**config.mk**
```make
export PLATFORM = sky130hd
export DESIGN_NAME = fifo_wr_arbiter
export DESIGN_NICKNAME = d
export VERILOG_FILES = /design/src/rtl/fifo_wr_arbiter.sv
export SDC_FILE = /design/constraint.sdc
export NUM_CORES = 1
export LEC_CHECK = 0
export ABC_AREA = 1
export ABC_CLOCK_PERIOD_IN_PS = 2950
export BUFFER_PORTS_ARGS = -buffer_cell sky130_fd_sc_hd__buf_2
export CAP_MARGIN = 15
export CORE_AREA = 2 2 86 88
export CTS_CLUSTER_DIAMETER = 60
export CTS_CLUSTER_SIZE = 10
export DETAILED_ROUTE_END_ITERATION = 8
export DIE_AREA = 0 0 88 90
export GPL_ROUTABILITY_DRIVEN = 0
export PLACE_DENSITY = 0.52
export SLEW_MARGIN = 0
export SYNTH_ARGS = -nofsm -noshare
export SYNTH_HDL_FRONTEND = slang
export SYNTH_SLANG_ARGS = --single-unit
```
**constraint.sdc**
```tcl
create_clock -name clk -period 2.95 [get_ports clk]
set_input_delay 0.4425 -clock clk [delete_from_list [all_inputs] [get_ports clk]]
set_output_delay 0.4425 -clock clk [all_outputs]
set_load 0.005 [all_outputs]
```
**src/rtl/fifo_wr_arbiter.sv**
```systemverilog
// fifo_wr_arbiter: round-robin burst write arbiter sharing one synchronous FIFO write port
// Ports: clk, reset (sync, active-high); req/req_data from NUM_REQ requesters;
//   gnt one-hot grant (word consumed when req[i] && gnt[i]); fifo_full in;
//   fifo_wr_en/fifo_datain to the FIFO; owner (burst owner, 0 when idle); busy (in burst).
// Optional: define FIFO_ARB_STATS_EN to add a saturating 16-bit stall_count output.
module fifo_wr_arbiter #(
   parameter int NUM_REQ    = 4,
   parameter int DATA_WIDTH = 15,
   parameter int MAX_BURST  = 4
) (
   input  logic                                  clk,
   input  logic                                  reset,
   input  logic [NUM_REQ-1:0]                    req,
   input  logic [NUM_REQ*(DATA_WIDTH+1)-1:0]     req_data,
   output logic [NUM_REQ-1:0]                    gnt,
   input  logic                                  fifo_full,
   output logic                                  fifo_wr_en,
   output logic [DATA_WIDTH:0]                   fifo_datain,
   output logic [$clog2(NUM_REQ)-1:0]            owner,
   output logic                                  busy
`ifdef FIFO_ARB_STATS_EN
   ,output logic [15:0]                          stall_count
`endif
);
   localparam int W  = DATA_WIDTH + 1;
   localparam int IW = $clog2(NUM_REQ);
   typedef enum logic {IDLE, BURST} state_t;
   state_t state, state_d;
   logic [IW-1:0] owner_q, owner_d, prio_ptr, prio_d, base, win;
   logic [3:0] burst_cnt, cnt_d;
   logic [NUM_REQ-1:0] gnt_v;
   logic any_req, keep;
   function automatic logic [IW-1:0] wrap_inc(input logic [IW-1:0] v);
      return (int'(v) == NUM_REQ - 1) ? '0 : v + 1'b1;
   endfunction
   // a dropping owner hands priority to its successor in the same cycle
   assign base = (state == BURST) ? wrap_inc(owner_q) : prio_ptr;
   assign keep = (state == BURST) && req[owner_q];
   // circular search from base; descending loop so the nearest index wins
   always_comb begin
      win = '0;
      any_req = 1'b0;
      for (int k = NUM_REQ - 1; k >= 0; k--) begin
         if (req[(int'(base) + k) % NUM_REQ]) begin
            win = IW'((int'(base) + k) % NUM_REQ);
            any_req = 1'b1;
         end
      end
   end
   always_comb begin
      state_d = state;
      owner_d = owner_q;
      cnt_d   = burst_cnt;
      prio_d  = prio_ptr;
      gnt_v   = '0;
      if (state == BURST && !keep) begin
         state_d = IDLE;
         prio_d  = wrap_inc(owner_q);
      end
      if (!fifo_full) begin
         if (keep) begin
            gnt_v[owner_q] = 1'b1;
            cnt_d = burst_cnt + 4'd1;
            if (cnt_d == 4'(MAX_BURST)) begin
               state_d = IDLE;
               prio_d  = wrap_inc(owner_q);
            end
         end else if (any_req) begin
            gnt_v[win] = 1'b1;
            owner_d = win;
            cnt_d   = 4'd1;
            state_d = (MAX_BURST == 1) ? IDLE : BURST;
            prio_d  = (MAX_BURST == 1) ? wrap_inc(win) : prio_d;
         end
      end
   end
   always_ff @(posedge clk) begin
      if (reset) begin
         state     <= IDLE;
         owner_q   <= '0;
         burst_cnt <= '0;
         prio_ptr  <= '0;
      end else begin
         state     <= state_d;
         owner_q   <= owner_d;
         burst_cnt <= cnt_d;
         prio_ptr  <= prio_d;
      end
   end
   assign gnt        = reset ? '0 : gnt_v;
   assign fifo_wr_en = |gnt;
   assign busy       = (state == BURST) && !reset;
   assign owner      = (state == BURST) ? owner_q : '0;
   always_comb begin
      fifo_datain = '0;
      for (int i = 0; i < NUM_REQ; i++)
         if (gnt[i]) fifo_datain = req_data[i*W +: W];
   end
`ifdef FIFO_ARB_STATS_EN
   always_ff @(posedge clk) begin
      if (reset) stall_count <= '0;
      else if (|req && fifo_full && stall_count != 16'hFFFF) stall_count <= stall_count + 16'd1;
   end
`endif
endmodule

```
After elaboration in Yosys (flattened, before gate mapping)
Cells that the tools add are included.

Register bits: 9. Latch bits: 0. Memory bits (writable): 0. ROM bits: 0. Input port bits: 71. Logic and storage cells: 85. Memories: 0.

Add/subtract/negate cells: 5. Multiply operators: 0. Divide/modulo/power cells: 0. $lt $le $gt $ge: 8. Equality and inequality tests: 2. Shift operators: 0. Multiplexer cells: 47. Bitwise operators: 5. Reductions and logical operators: 14.

Operator list (number): 16-bit 2-to-1 mux (4); 4-bit 2-to-1 mux (6); 2-bit 2-to-1 mux (11); 1-bit 2-to-1 mux (19); 3-bit by 4-bit less-than comparator with 1-bit output, second input constant (3); 1-bit binary-select mux with 2-bit select (5); 2-bit by 3-bit less-than comparator with 1-bit output, second input constant (3); 2-bit OR reduction (3); 1-bit logical AND (5); 2-bit by 1-bit adder with 2-bit output, second input constant (2); 2-bit adder, second input constant (2); 4-bit by 1-bit adder with 4-bit output, second input constant (1); 1-bit demux with 2-bit select (2); 4-bit by 3-bit equality test with 1-bit output, second input constant (1); 2-bit by 1-bit >= comparator with 1-bit output, second input constant (2); 4-bit OR reduction (1); 1-bit AND, first input constant (3); 3-bit AND reduction (1); 2-bit by 1-bit equality test with 1-bit output, second input constant (1); 1-bit zero test (2); 1-bit NOT (2); 2-bit AND reduction (1); 2-bit nonzero test (1).

Logic depth before layout (Yosys ltp)
Depth in word-level cells: 25. Mapped depth: 21. Gate-level depth less buffers: 19.

Worst setup path after synthesis
No wires, ideal clock.

Path type: register to output. Start point: register owner_q[0]. End point: output port fifo_datain[0]. Data arrival time: 2.155 ns. Slack: 0.353 ns. Cell stages (with the launch flop): 22. Path buffers: 2. Path through: dfxtp_1 > buf_6 > inv_1 > ha_1 > inv_1 > nand2_1 > nand2_1 > nand3_1 > nand2_1 > nand2_1 > nand3_2 > nand2_2 > nand2_4 > nand2_4 > nand2_4 > nand2_8 > nand2_8 > buf_12 > nand2_2 > inv_2 > nand2_1 > a21oi_2.

Longest elaborated chain between the ends: 23. Elaborated cells on any way between the ends: 47. Those cells by class: add/sub (4); order compare (4); eq/ne (1); mux (35); reduce/logical (3).

Ends and longest elaborated chain: start, declared (line 29) `logic [IW-1:0] owner_q, owner_d, prio_ptr, prio_d, base, win;`; start signal, assigned (line 85) `owner_q <= owner_d;`; 2-bit by 1-bit adder with 2-bit output or 2-bit by 1-bit equality test with 1-bit output (tied branches) (line 34) `return (int'(v) == NUM_REQ - 1) ? '0 : v + 1'b1;`; 2-bit 2-to-1 mux (line 34); 2-bit 2-to-1 mux (line 37) `assign base = (state == BURST) ? wrap_inc(owner_q) : prio_ptr;`; 2-bit adder (line 44, 45); 1-bit binary-select mux with 2-bit select (line 44) `if (req[(int'(base) + k) % NUM_REQ]) begin`; 1-bit 2-to-1 mux (not written as such) (2 in a row) (line 44); 2-bit 2-to-1 mux (4 in a row) (line 44); 2-bit by 3-bit less-than comparator with 1-bit output (not written as such) or 2-bit by 1-bit >= comparator with 1-bit output (tied branches) (line 69) `gnt_v[win] = 1'b1;`; 1-bit logical AND (not written as such) (line 69); 1-bit 2-to-1 mux (not written as such) (line 69); 1-bit demux with 2-bit select (line 69); 4-bit 2-to-1 mux (line 68) `end else if (any_req) begin`; 4-bit 2-to-1 mux * (line 61) `if (keep) begin`; 4-bit 2-to-1 mux * (line 60) `if (!fifo_full) begin`; 4-bit 2-to-1 mux * (line 90) `assign gnt = reset ? '0 : gnt_v;`; 16-bit 2-to-1 mux (3 in a row) (line 97) `if (gnt[i]) fifo_datain = req_data[i*W +: W];`; 16-bit 2-to-1 mux * (line 97); end, declared (line 18) `output logic [DATA_WIDTH:0] fifo_datain,`.

Mark *: on every way between the ends. The rest lies on a longest branch, timed or not. The select of a mux whose other input is x is not followed.

Worst setup path after layout
Start point: register owner_q[0]. End point: output port fifo_datain[10].

The elaborated chain is that of the path after synthesis.

==> impl_metrics.py <==
metrics = {
    "cts": {
        "htree_levels": 1,
        "cts_sinks": 9,
        "clk_pin_slew_worst_paths_ps": 50,
        "cts_tree": "done",
        "cts_root_buf": "clkbuf_8",
        "clock_path_buffers": 2,
        "insertion_delay_ps": 230,
        "cts_buffers": 3,
        "holdBufCountCts": 0,
    },
    "worst_setup_path": {
        "critPathRequiredTime_ps": 2510,
        "startpoint": "owner_q[0]",
        "cp_slowest_cell": "dfxtp_4",
        "cp_num_buf_inv": 3,
        "worstSetupPathType": "register to primary output",
        "cpLargestDelayFamily": "simple AND/OR/NAND/NOR gates",
        "max_stage_delay_ps": 380,
        "start_kind": "register",
        "crit_chain": "inv_4 > ha_4 > nand2_2 > o21ai_4 > nand3_2 > nand2_2 > nand2_2 > nand3_4 > nand2_4 > nand2_4 > buf_6 > nand3_4 > nand2_8 > nand2_8 > nand2_4 > nand2_2 > a21oi_2 > buf_2",
        "r2r_cells": 11,
        "cp.depth": 18,
        "ff2ff_setup_slack_ps": 890,
        "worstPathMaxFanout": 7,
        "rr_endpoint": "prio_ptr[0]",
        "cp-end-kind": "primary output",
        "r2r_start": "owner_q[0]",
        "crit_top_cell": "nand2_2",
        "arrival_ps": 2550,
    },
    "placed_design": {
        "dp_slack_ps": 122,
        "hpwl_mm": 4.78,
        "placed_cell_area_um2": 2580,
        "io_buffer_count": 94,
    },
    "synth": {
        "synth_fp_nets": 431,
        "ys_types": 36,
        "yosysWarnings": 0,
        "synth_top_area_cell": "nand3_1",
        "syn_avg_cell_area_um2": 5.83,
        "synth_edf_count": 0,
        "synth.top_cell.area_share": 0.150,
        "synth_seq_cells": 9,
        "syn_inst": 354,
        "yosys-top-cells-area": "nand3_1, nand2_1, inv_1, dfxtp_1, nand2_4",
        "synth_area_um2": 2060,
        "ys_seq_area_frac": 0.0873,
        "synth_ff_type": "dfxtp_1",
        "ys_async_sr_fraction": 0,
    },
    "layout": {
        "fin_util": 0.477,
        "areaGrowthSynthToFinish_pct": 62.2,
        "multi_input_area_um2": 1910,
        "antenna_cells": 0,
        "drive_gt1_frac": 0.537,
        "fin_nets": 553,
        "seqCellArea_um2": 189,
        "nFillCells": 736,
        "fin_area_um2": 3350,
    },
    "grt": {
        "grt_pass1_wl_mm": 10.7,
        "antenna_found_initial": 0,
        "overflow": 0,
        "grt_usage": 0.162,
        "grt_max_degree": 19,
        "grt_pass1_vias": 2373,
    },
    "floorplan": {
        "die_w_um": 88,
        "die_area_um2": 7920,
        "start_util": 0.294,
        "core_area_um2": 7020,
        "die_h_um": 90,
        "io_pins": 95,
        "row_count": 31,
    },
    "flow_run": {
        "drv_cap": 0,
    },
    "timing": {
        "fin_crit_sh": 1.01,
        "finalHoldViolCount": 0,
        "setup_viol": 11,
        "whs_ps": 443,
        "period_needed_ps": 2990,
        "worst_slew_pin_slew_ps": 396,
        "rsz0062_at_grt": "true",
        "fin_skew_ps": 2.08,
        "max_freq_ghz": 0.334,
        "relSlewSlack": 0.735,
        "slew_violations": 0,
        "layout_setup_ws_ps": -40.4,
    },
    "min_path": {
        "hold_end": "burst_cnt[0]",
        "min_path_type": "input pin to register",
        "hold_depth": 2,
        "min_from": "reset",
    },
    "detailed_routing": {
        "first_pass_iters": 4,
        "wire_per_inst_um": 12.5,
        "ant_nets": 0,
        "via_per_inst": 4.60,
        "wl_mm": 7.16,
        "vias": 2639,
        "drtIter0Drc": 107,
        "drc": 0,
    },
    "power": {
        "irDropWorstVdd_v": 0.000234,
        "p_per_area_nw_per_um2": 475,
        "p_leak_nw": 1.81,
    },
    "run_status": {
        "status": "finished with violations",
        "violations": "setup timing",
    },
}
==> sequential cells by signal, summed over array words and instances (netlist names) <==
register   flops
state          1
burst_cnt      4
owner_q        2
prio_ptr       2
==> logic make-up (layout without fill, tap and decap cells) <==
kind of cell,Yosys count,after routing,share of synthesized area
and+or+nand+nor,215,225,0.541
buffers and inverters,84,195,0.195
AOI/OAI and AO/OA,38,38,0.132
DFF,9,9,0.0873
adders and majority gates,6,6,0.0364
xor gates and xnor gates,2,2,0.00849
==> final cells by class <==
cell class | count | share of cell area
tap | 99 | 0.0370
multi-input combinational | 271 | 0.572
sequential | 9 | 0.0564
inverter | 71 | 0.0834
timing repair buffer | 120 | 0.238
clock buffer | 4 | 0.0135
==> worst register-to-register path: stages, from the launching register on <==
cell and delay [ps]:
dfxtp_4 380, buf_4 180, a21oi_1 80, o21ai_1 80
nand2_1 120, nor2_4 150, buf_4 180, nand2_1 70
nor3b_1 360, nor2_1 120, o21ai_0 180, nor2_1 50
==> placed cells by master (no fill, tap or decap), types with 2 or more instances in the layout <==
cell | netlist | final
a21boi_2 | 1 | 2
a21oi_1 | 9 | 8
a21oi_2 | 14 | 15
buf_12 | 1 | 8
buf_2 | 3 | 94
buf_4 | 2 | 14
buf_6 | 7 | 3
clkbuf_8 | 0 | 3
dfxtp_1 | 9 | 6
dfxtp_4 | 0 | 2
ha_1 | 6 | 4
ha_4 | 0 | 2
inv_1 | 51 | 49
inv_2 | 17 | 17
inv_4 | 1 | 3
nand2_1 | 82 | 55
nand2_2 | 16 | 39
nand2_4 | 11 | 13
nand2_8 | 2 | 14
nand3_1 | 62 | 51
nand3_2 | 4 | 12
nand3_4 | 0 | 3
nand4_1 | 2 | 2
nor2_1 | 27 | 27
nor2_4 | 2 | 4
o21ai_0 | 7 | 7
o21ai_1 | 2 | 2
o21ai_4 | 1 | 2
xnor2_1 | 2 | 2
==> metrics by stage <==
stage,cells,TNS (ps),power (mW)
after detailed placement,539,0,0.951
after CTS,566,0,1.33
after floorplan,354,0,0.774
after global routing,574,-2520,1.72
after global placement,539,0,0.951
final,574,-199,1.59
==> power by group <==
part | leakage (nW) | switching (mW) | internal (mW)
clock network | 0.0228 | 0.0492 | 0.0942
logic | 1.72 | 0.741 | 0.557
registers | 0.0753 | 0.0165 | 0.133
==> layer usage <==
metal  vias to the layer above  wire [um]  share of wire  global-route usage
li1                       1368          -              -                   -
met1                      1202       3260           0.46               0.213
met2                        65       3500           0.49               0.286
met3                         4        360          0.050              0.0193
met4                         0         34         0.0047              0.0231
met5                         -          0              0                   0
==> synth_stat cells (2+ instances only) <==
master and instances:
nand2_1 82, nand3_1 62, inv_1 51, nor2_1 27, inv_2 17, nand2_2 16
a21oi_2 14, nand2_4 11, a21oi_1 9, dfxtp_1 9, buf_6 7, o21ai_0 7
ha_1 6, nand3_2 4, buf_2 3, nor2_2 3, buf_4 2, nand2_8 2
nand4_1 2, nor2_4 2, o21ai_1 2, xnor2_1 2
==> worst max path at each step <==
stage / slack, ps / end
4_1_cts: 10 / fifo_datain[4]
5_1_grt: -170 / fifo_datain[4]
2_1_floorplan: 350 / fifo_datain[0]
3_3_place_gp: 150 / fifo_datain[14]
3_5_place_dp: 120 / fifo_datain[4]
6_report: -40 / fifo_datain[10]
==> what timing repair did <==
item	4_1_cts	5_1_grt
endpoints found under the setup margin	17	18
gates resized for setup	25	57
setup buffers	17	4
pin swaps	10	31
cloned	7	4
No activity file was read; power rests on OpenSTA's default activity.
